--- config.mk ---
export PLATFORM = sky130hd
export DESIGN_NAME = chess_game_ctrl
export DESIGN_NICKNAME = d
export VERILOG_FILES = /design/src/rtl/chess_pkg.sv /design/src/rtl/sec_tick.sv /design/src/rtl/chess_game_ctrl.sv
export SDC_FILE = /design/constraint.sdc
export NUM_CORES = 1
export LEC_CHECK = 0
export ABC_AREA = 1
export CAP_MARGIN = 20
export CELL_PAD_IN_SITES_DETAIL_PLACEMENT = 0
export CELL_PAD_IN_SITES_GLOBAL_PLACEMENT = 1
export CORE_UTILIZATION = 45
export DETAILED_ROUTE_END_ITERATION = 16
export GPL_TIMING_DRIVEN = 1
export MAX_ROUTING_LAYER = met4
export PLACE_DENSITY = 0.9
export SLEW_MARGIN = 40
export SYNTH_ARGS = -nofsm -noshare
export SYNTH_HDL_FRONTEND = slang
export SYNTH_SLANG_ARGS = --single-unit
--- constraint.sdc ---
create_clock -name clk -period 4.2 [get_ports clk]
set_input_delay 1.26 -clock clk [delete_from_list [all_inputs] [get_ports clk]]
set_output_delay 1.26 -clock clk [all_outputs]
set_load 0.05 [all_outputs]
--- src/rtl/chess_pkg.sv ---
// Shared constants for the chess timer game controller: state codes, player codes, minutes width.
package chess_pkg;

    localparam int unsigned MIN_W = 6;

    localparam logic [2:0] S_IDLE   = 3'd0;
    localparam logic [2:0] S_SET    = 3'd1;
    localparam logic [2:0] S_READY  = 3'd2;
    localparam logic [2:0] S_RUN_P1 = 3'd3;
    localparam logic [2:0] S_RUN_P2 = 3'd4;
    localparam logic [2:0] S_PAUSE  = 3'd5;
    localparam logic [2:0] S_FLAG   = 3'd6;

    localparam logic [1:0] P_NONE = 2'b00;
    localparam logic [1:0] P_ONE  = 2'b01;
    localparam logic [1:0] P_TWO  = 2'b10;

    // Minutes selection wraps from the maximum back to 1, never to 0.
    function automatic logic [MIN_W-1:0] next_minutes(input logic [MIN_W-1:0] cur,
                                                      input logic [MIN_W-1:0] max_min);
        return (cur >= max_min) ? MIN_W'(1) : cur + MIN_W'(1);
    endfunction

    function automatic logic is_run(input logic [2:0] st);
        return (st == S_RUN_P1) || (st == S_RUN_P2);
    endfunction

endpackage

--- src/rtl/sec_tick.sv ---
// One-second prescaler: counts while run is high, holds otherwise, emits a registered
// tick on wrap; clear restarts the second.
module sec_tick #(
    parameter int unsigned CLK_HZ = 100000000
) (
    input  logic clk,
    input  logic reset,
    input  logic run,
    input  logic clear,
    output logic tick
);

    localparam int unsigned CW = (CLK_HZ > 1) ? $clog2(CLK_HZ) : 1;
    localparam logic [CW-1:0] LAST = CW'(CLK_HZ - 1);

    logic [CW-1:0] cnt_q;
    logic          tick_q;

    always_ff @(posedge clk) begin
        if (reset || clear) begin
            cnt_q  <= '0;
            tick_q <= 1'b0;
        end else if (run) begin
            if (cnt_q == LAST) begin
                cnt_q  <= '0;
                tick_q <= 1'b1;
            end else begin
                cnt_q  <= cnt_q + CW'(1);
                tick_q <= 1'b0;
            end
        end else begin
            tick_q <= 1'b0;
        end
    end

    assign tick = tick_q;

endmodule

--- src/rtl/chess_game_ctrl.sv ---
// Chess timer play-state controller: set mode, clock loading, turn handover, pause, flag fall.
// Define CHESS_INCREMENT_EN to add the Fischer increment output inc and parameter INC_SEC.
module chess_game_ctrl
    import chess_pkg::*;
#(
    parameter int unsigned CLK_HZ      = 100000000,
    parameter int unsigned MAX_MIN     = 60,
    parameter int unsigned DEFAULT_MIN = 5
`ifdef CHESS_INCREMENT_EN
    ,
    parameter int unsigned INC_SEC     = 2
`endif
) (
    input  logic             clk,
    input  logic             reset,
    input  logic             btn_set,
    input  logic             btn_add,
    input  logic             btn_start,
    input  logic             btn_p1,
    input  logic             btn_p2,
    input  logic             zero1,
    input  logic             zero2,
    output logic             set_mode,
    output logic [MIN_W-1:0] minutes,
    output logic             load,
    output logic             tick,
    output logic [1:0]       player,
    output logic [1:0]       flag,
    output logic [2:0]       state
`ifdef CHESS_INCREMENT_EN
    ,
    output logic [1:0]       inc
`endif
);

    localparam logic [MIN_W-1:0] MIN_RESET = MIN_W'(DEFAULT_MIN);
    localparam logic [MIN_W-1:0] MIN_MAX   = MIN_W'(MAX_MIN);

    logic [2:0]       state_q, state_d;
    logic [MIN_W-1:0] minutes_q, minutes_d;
    logic [1:0]       flag_q, flag_d;
    logic [1:0]       saved_q, saved_d;
    logic [1:0]       player_q, player_d;
    logic             load_q, load_d;
    logic             set_mode_q;
    logic             pre_run, pre_clear;

    always_comb begin
        state_d   = state_q;
        minutes_d = minutes_q;
        flag_d    = flag_q;
        saved_d   = saved_q;
        load_d    = 1'b0;
        case (state_q)
            S_IDLE: begin
                if (btn_set) begin
                    state_d = S_SET;
                end else if (btn_start) begin
                    state_d = S_READY;
                    load_d  = 1'b1;
                end
            end
            S_SET: begin
                if (btn_add) minutes_d = next_minutes(minutes_q, MIN_MAX);
                if (btn_set || btn_start) begin
                    state_d = S_READY;
                    load_d  = 1'b1;
                end
            end
            S_READY: begin
                if (btn_p1) begin
                    state_d = S_RUN_P2;
                end else if (btn_p2) begin
                    state_d = S_RUN_P1;
                end else if (btn_set) begin
                    state_d = S_SET;
                end
            end
            // Running clock hitting zero outranks any button in the same cycle.
            S_RUN_P1: begin
                if (zero1) begin
                    state_d = S_FLAG;
                    flag_d  = P_ONE;
                end else if (btn_p1) begin
                    state_d = S_RUN_P2;
                end else if (btn_start) begin
                    state_d = S_PAUSE;
                    saved_d = P_ONE;
                end
            end
            S_RUN_P2: begin
                if (zero2) begin
                    state_d = S_FLAG;
                    flag_d  = P_TWO;
                end else if (btn_p2) begin
                    state_d = S_RUN_P1;
                end else if (btn_start) begin
                    state_d = S_PAUSE;
                    saved_d = P_TWO;
                end
            end
            S_PAUSE: begin
                if (btn_start) begin
                    state_d = (saved_q == P_TWO) ? S_RUN_P2 : S_RUN_P1;
                end else if (btn_set) begin
                    state_d = S_SET;
                end
            end
            S_FLAG: begin
                if (btn_set) begin
                    state_d = S_SET;
                    flag_d  = P_NONE;
                end else if (btn_start) begin
                    state_d = S_READY;
                    flag_d  = P_NONE;
                    load_d  = 1'b1;
                end
            end
            default: state_d = S_IDLE;
        endcase
    end

    always_comb begin
        player_d = P_NONE;
        if (state_d == S_RUN_P1) player_d = P_ONE;
        if (state_d == S_RUN_P2) player_d = P_TWO;
    end

    // Count only while staying in the same RUN state; every RUN entry restarts the second.
    assign pre_run   = is_run(state_q) && (state_d == state_q);
    assign pre_clear = is_run(state_d) && (state_d != state_q);

    always_ff @(posedge clk) begin
        if (reset) begin
            state_q    <= S_IDLE;
            minutes_q  <= MIN_RESET;
            flag_q     <= P_NONE;
            saved_q    <= P_NONE;
            player_q   <= P_NONE;
            load_q     <= 1'b0;
            set_mode_q <= 1'b0;
        end else begin
            state_q    <= state_d;
            minutes_q  <= minutes_d;
            flag_q     <= flag_d;
            saved_q    <= saved_d;
            player_q   <= player_d;
            load_q     <= load_d;
            set_mode_q <= (state_d == S_SET);
        end
    end

    sec_tick #(
        .CLK_HZ(CLK_HZ)
    ) u_sec_tick (
        .clk  (clk),
        .reset(reset),
        .run  (pre_run),
        .clear(pre_clear),
        .tick (tick)
    );

`ifdef CHESS_INCREMENT_EN
    logic [1:0] inc_q, inc_code;
    logic [7:0] inc_left_q;

    // inc names the player who just finished a move and earns the bonus.
    always_comb begin
        inc_code = P_NONE;
        if (state_q == S_RUN_P1 && state_d == S_RUN_P2) inc_code = P_ONE;
        if (state_q == S_RUN_P2 && state_d == S_RUN_P1) inc_code = P_TWO;
    end

    always_ff @(posedge clk) begin
        if (reset) begin
            inc_q      <= P_NONE;
            inc_left_q <= '0;
        end else if (inc_code != P_NONE && INC_SEC != 0) begin
            inc_q      <= inc_code;
            inc_left_q <= 8'(INC_SEC - 1);
        end else if (inc_left_q != 0) begin
            inc_left_q <= inc_left_q - 8'd1;
        end else begin
            inc_q <= P_NONE;
        end
    end

    assign inc = inc_q;
`endif

    assign state    = state_q;
    assign minutes  = minutes_q;
    assign flag     = flag_q;
    assign player   = player_q;
    assign load     = load_q;
    assign set_mode = set_mode_q;

endmodule
==> qor.csv <==
stage,metric,value,unit
clock_tree,Clock Tree Buf Depth,2,
setup_path,reg2reg end,u_sec_tick.cnt_q[6]$_SDFFE_PP0P_,
outcome,status,finished clean,
route,Residual DRC,0,
finish,"commonest non-fill, non-tap cell in the layout",nand2_1,
synthesis,Synth Register Bits,45,
clock_tree,Post-CTS Hold Buffers,0,
sta,final setup margin,0.851,ns
finish,sequential cell area,901,sq um
place,cell area after placement,3410,sq um
place,placed cell count,592,
sta,"Hold Vio Cnt, Final",0,
clock_tree,CTS tree,done,
setup_path,Critical Path AT,3.52,ns
sta,Slew Limit Headroom,49.1,%
synthesis,mean area per synthesized cell,6.52,sq um
place,pre-CTS setup slack,0.538,ns
floorplan,Die Ht,86.0,um
global_route,GRT Total Usage,22.8,%
synthesis,synth warn,0,
power,P per Cell Area,385,nW/um^2
setup_path,crit path cell chain,clkdlybuf4s50_1 > inv_2 > nor2_1 > nor2_1 > nand2_1 > nand2_1 > inv_2 > nand2_1 > nand2_2 > nand2_1 > nor2_1 > nand3_2 > nand2_1 > a21oi_2,
place,routability cong.,0.932,
synthesis,"Net Count, Synth",498,
setup_path,WS Path Type,in -> reg,
setup_path,r2r startpoint,state[1]$_SDFF_PP0_,
sta,final worst-path cycle share,79.7,%
floorplan,Initial Util,46.7,%
finish,non-filler instance count after layout,600,
clock_tree,Post-CTS Resized,0,
global_route,GR Overflow Total,0,
global_route,initial antenna violation count,0,
clock_tree,worst skew pair latency,0.30,ns
clock_tree,cts bufs inserted,5,
global_route,largest net degree at the start of global routing,32,
sta,TNS Setup,0,ns
power,VDD IR max,0.348,mV
sta,clk_skew,0.00985,ns
finish,share of post-route cells with drive strength above 1,12.3,%
synthesis,Mapped Cells,487,
clock_tree,Worst-path clk slew,0.08,ns
clock_tree,CTS root buffer,clkbuf_8,
setup_path,Crit path max-delay family,simple AND/OR/NAND/NOR gates,
place,Final HPWL DP,5410,um
sta,RSZ-0062 raised after global routing,false,
setup_path,Worst Setup End Kind,flip-flop,
power,Lkg Pwr,1.33,nW
global_route,first-pass GRT wire length,13200,um
setup_path,CP max stage cell,clkdlybuf4s50_1,
finish,final instance area,3530,sq um
route,DRT Pass-1 Iters,5,
global_route,vias in the first global route,2850,
route,ANT nets after route,0,
setup_path,CP max stage delay,0.58,ns
route,vias,3043,
clock_tree,clock tree sinks,45,
setup_path,Most common cell on crit path,nand2_1,
sta,Final min period,3.35,ns
setup_path,Max Fanout on Critical Path,27,
clock_tree,Post-CTS Setup Bufs,0,
finish,# fillers,696,
finish,Antenna diodes,0,
min_path,critical hold path startpoint,flag[0]$_SDFFE_PP0P_,
synthesis,cell area after synthesis,3170,sq um
setup_path,FF-to-FF setup slack,1.55,ns
power,total chip power,1.36,mW
sta,Tightest Pin Transition,0.763,ns
route,DR iter-0 viols,175,
place,IO Port Bufs,24,
clock_tree,H-tree depth,2,
min_path,Hold WC Path Type,reg -> reg,
finish,area grow syn2layout,11.3,%
route,Post-Route WL,7620,um
setup_path,"Buf+Inv Stages, Crit Path",3,
min_path,Worst Hold Depth,2,
synthesis,register area share after synthesis,28.4,%
finish,area of the multi-input gates,1930,sq um
synthesis,Yosys cell types,38,
floorplan,Core ar.,6790,sq um
setup_path,Startpoint Class,input pin,
route,vias per inst,5.07,
setup_path,Reg2Reg Depth,13,
finish,most frequent cells in the layout,"nand2_1, nor2_1, nand3_1",
flow_run,Max Cap Violations,0,
finish,Nets,514,
floorplan,Top Ports,25,
route,drt wl/cell,12.7,um
min_path,hold endpoint,flag[0]$_SDFFE_PP0P_,
setup_path,Critical Path RT,4.37,ns
sta,final setup vio count,0,
floorplan,row count,30,
floorplan,Die Width,86.0,um
sta,Max Clock Freq,299,MHz
floorplan,Die ar.,7390,sq um
sta,Final Max Slew Viols,0,
## metal layers
layer	part of all wire (%)	GRT usage, %
met5	0	-
met4	1.3	5.15
met3	4.0	4.23
met2	47	38.6
met1	48	28.3
## worst max-delay path by stage
| stage | startpoint | end | slack (ns) | cells past startpoint |
|---|---|---|---|---|
| global route | btn_start | u_sec_tick.cnt_q[6]$_SDFFE_PP0P_ | 0.62 | 14 |
| global placement | btn_start | u_sec_tick.cnt_q[21]$_SDFFE_PP0P_ | 0.62 | 14 |
| floorplan | btn_start | u_sec_tick.cnt_q[16]$_SDFFE_PP0P_ | 1.64 | 13 |
| CTS | btn_start | u_sec_tick.cnt_q[6]$_SDFFE_PP0P_ | 0.87 | 14 |
| detailed placement | btn_start | u_sec_tick.cnt_q[6]$_SDFFE_PP0P_ | 0.54 | 14 |
| finish | btn_start | u_sec_tick.cnt_q[6]$_SDFFE_PP0P_ | 0.85 | 14 |
## cell type report
type | count | share of cell area [%]
clock buffer | 6 | 2.34
clock inverter | 2 | 1.06
inverter | 56 | 6.09
multi-input combinational | 370 | 54.6
sequential | 45 | 25.5
tap | 96 | 3.40
timing repair buffer | 25 | 7.02
## cells in the mapped netlist
| cell type | instances | area, sq um |
|---|---|---|
| o21ai_0 | 5 | 25.0 |
| nand2_1 | 128 | 480 |
| nor2_4 | 2 | 22.5 |
| nand3_4 | 2 | 35.0 |
| clkbuf_1 | 5 | 18.8 |
| nor3_4 | 1 | 16.3 |
| nor4_1 | 3 | 18.8 |
| nor3b_1 | 2 | 15.0 |
| inv_1 | 50 | 188 |
| inv_4 | 2 | 12.5 |
| o211ai_1 | 1 | 7.51 |
| a21oi_2 | 19 | 166 |
| a22oi_1 | 2 | 15.0 |
| clkinv_1 | 1 | 3.75 |
| nor2_1 | 61 | 229 |
| a31oi_1 | 1 | 6.26 |
| and3_1 | 1 | 6.26 |
| xor2_1 | 14 | 123 |
| o2111ai_1 | 1 | 8.76 |
| nand4_2 | 1 | 12.5 |
| nor2_2 | 7 | 43.8 |
| buf_6 | 9 | 101 |
| nor2_8 | 1 | 20.0 |
| or2_2 | 2 | 12.5 |
| nand4_1 | 8 | 50.1 |
| nand2_2 | 7 | 43.8 |
| ha_1 | 2 | 25.0 |
| nand3_1 | 54 | 270 |
| a21oi_1 | 20 | 100 |
| nand3b_1 | 1 | 7.51 |
| nand2_4 | 2 | 22.5 |
| nor3_1 | 14 | 70.1 |
| buf_2 | 2 | 10.0 |
| o21ai_2 | 1 | 8.76 |
| nand3_2 | 3 | 30.0 |
| inv_2 | 3 | 11.3 |
| dfxtp_1 | 45 | 901 |
| xnor2_1 | 4 | 35.0 |
## power by group
part,leakage (nW),switching (mW),internal [mW]
combinational,0.904,0.378,0.144
sequential,0.364,0.0419,0.448
clock,0.0574,0.154,0.194
## registers in the layout (all words and copies together), names as in the netlist
name and flops:
u_sec_tick.cnt_q 27, minutes 6, state 3, flag 2, player 2, saved_q 2, load 1, set_mode 1
u_sec_tick.tick 1
## logic make-up (layout without fill, tap and decap cells)
kind of cell,after synthesis,in the layout,synth area share (%)
AND/OR/NAND/NOR,300,300,44.3
buffers and inverters,72,89,10.9
AO/OA/AOI/OAI,50,50,10.6
flip-flops,45,45,28.4
XOR/XNOR,18,18,4.97
adder cells (fa/ha/maj),2,2,0.789
## stage by stage
step	hold slack (ns)	util [%]
after floorplan	0.444	-
after global placement	0.451	50.2
after detailed placement	0.461	50.2
after CTS	0.476	52.0
after global routing	0.498	52.0
final	0.478	52.0
## worst register-to-register path, stage by stage, from the launching register on
cell and delay (ns):
dfxtp_1 0.75, inv_4 0.11, nand2_4 0.09, nor2_2 0.06, nand2_1 0.11, nand2_1 0.07, nor2_2 0.14, nand2_1 0.11
nand2_2 0.10, nand2_1 0.06, nor2_1 0.11, nand3_2 0.48, nand2_1 0.27, a21oi_2 0.07
Note: power is estimated with default switching activity, not from simulation.
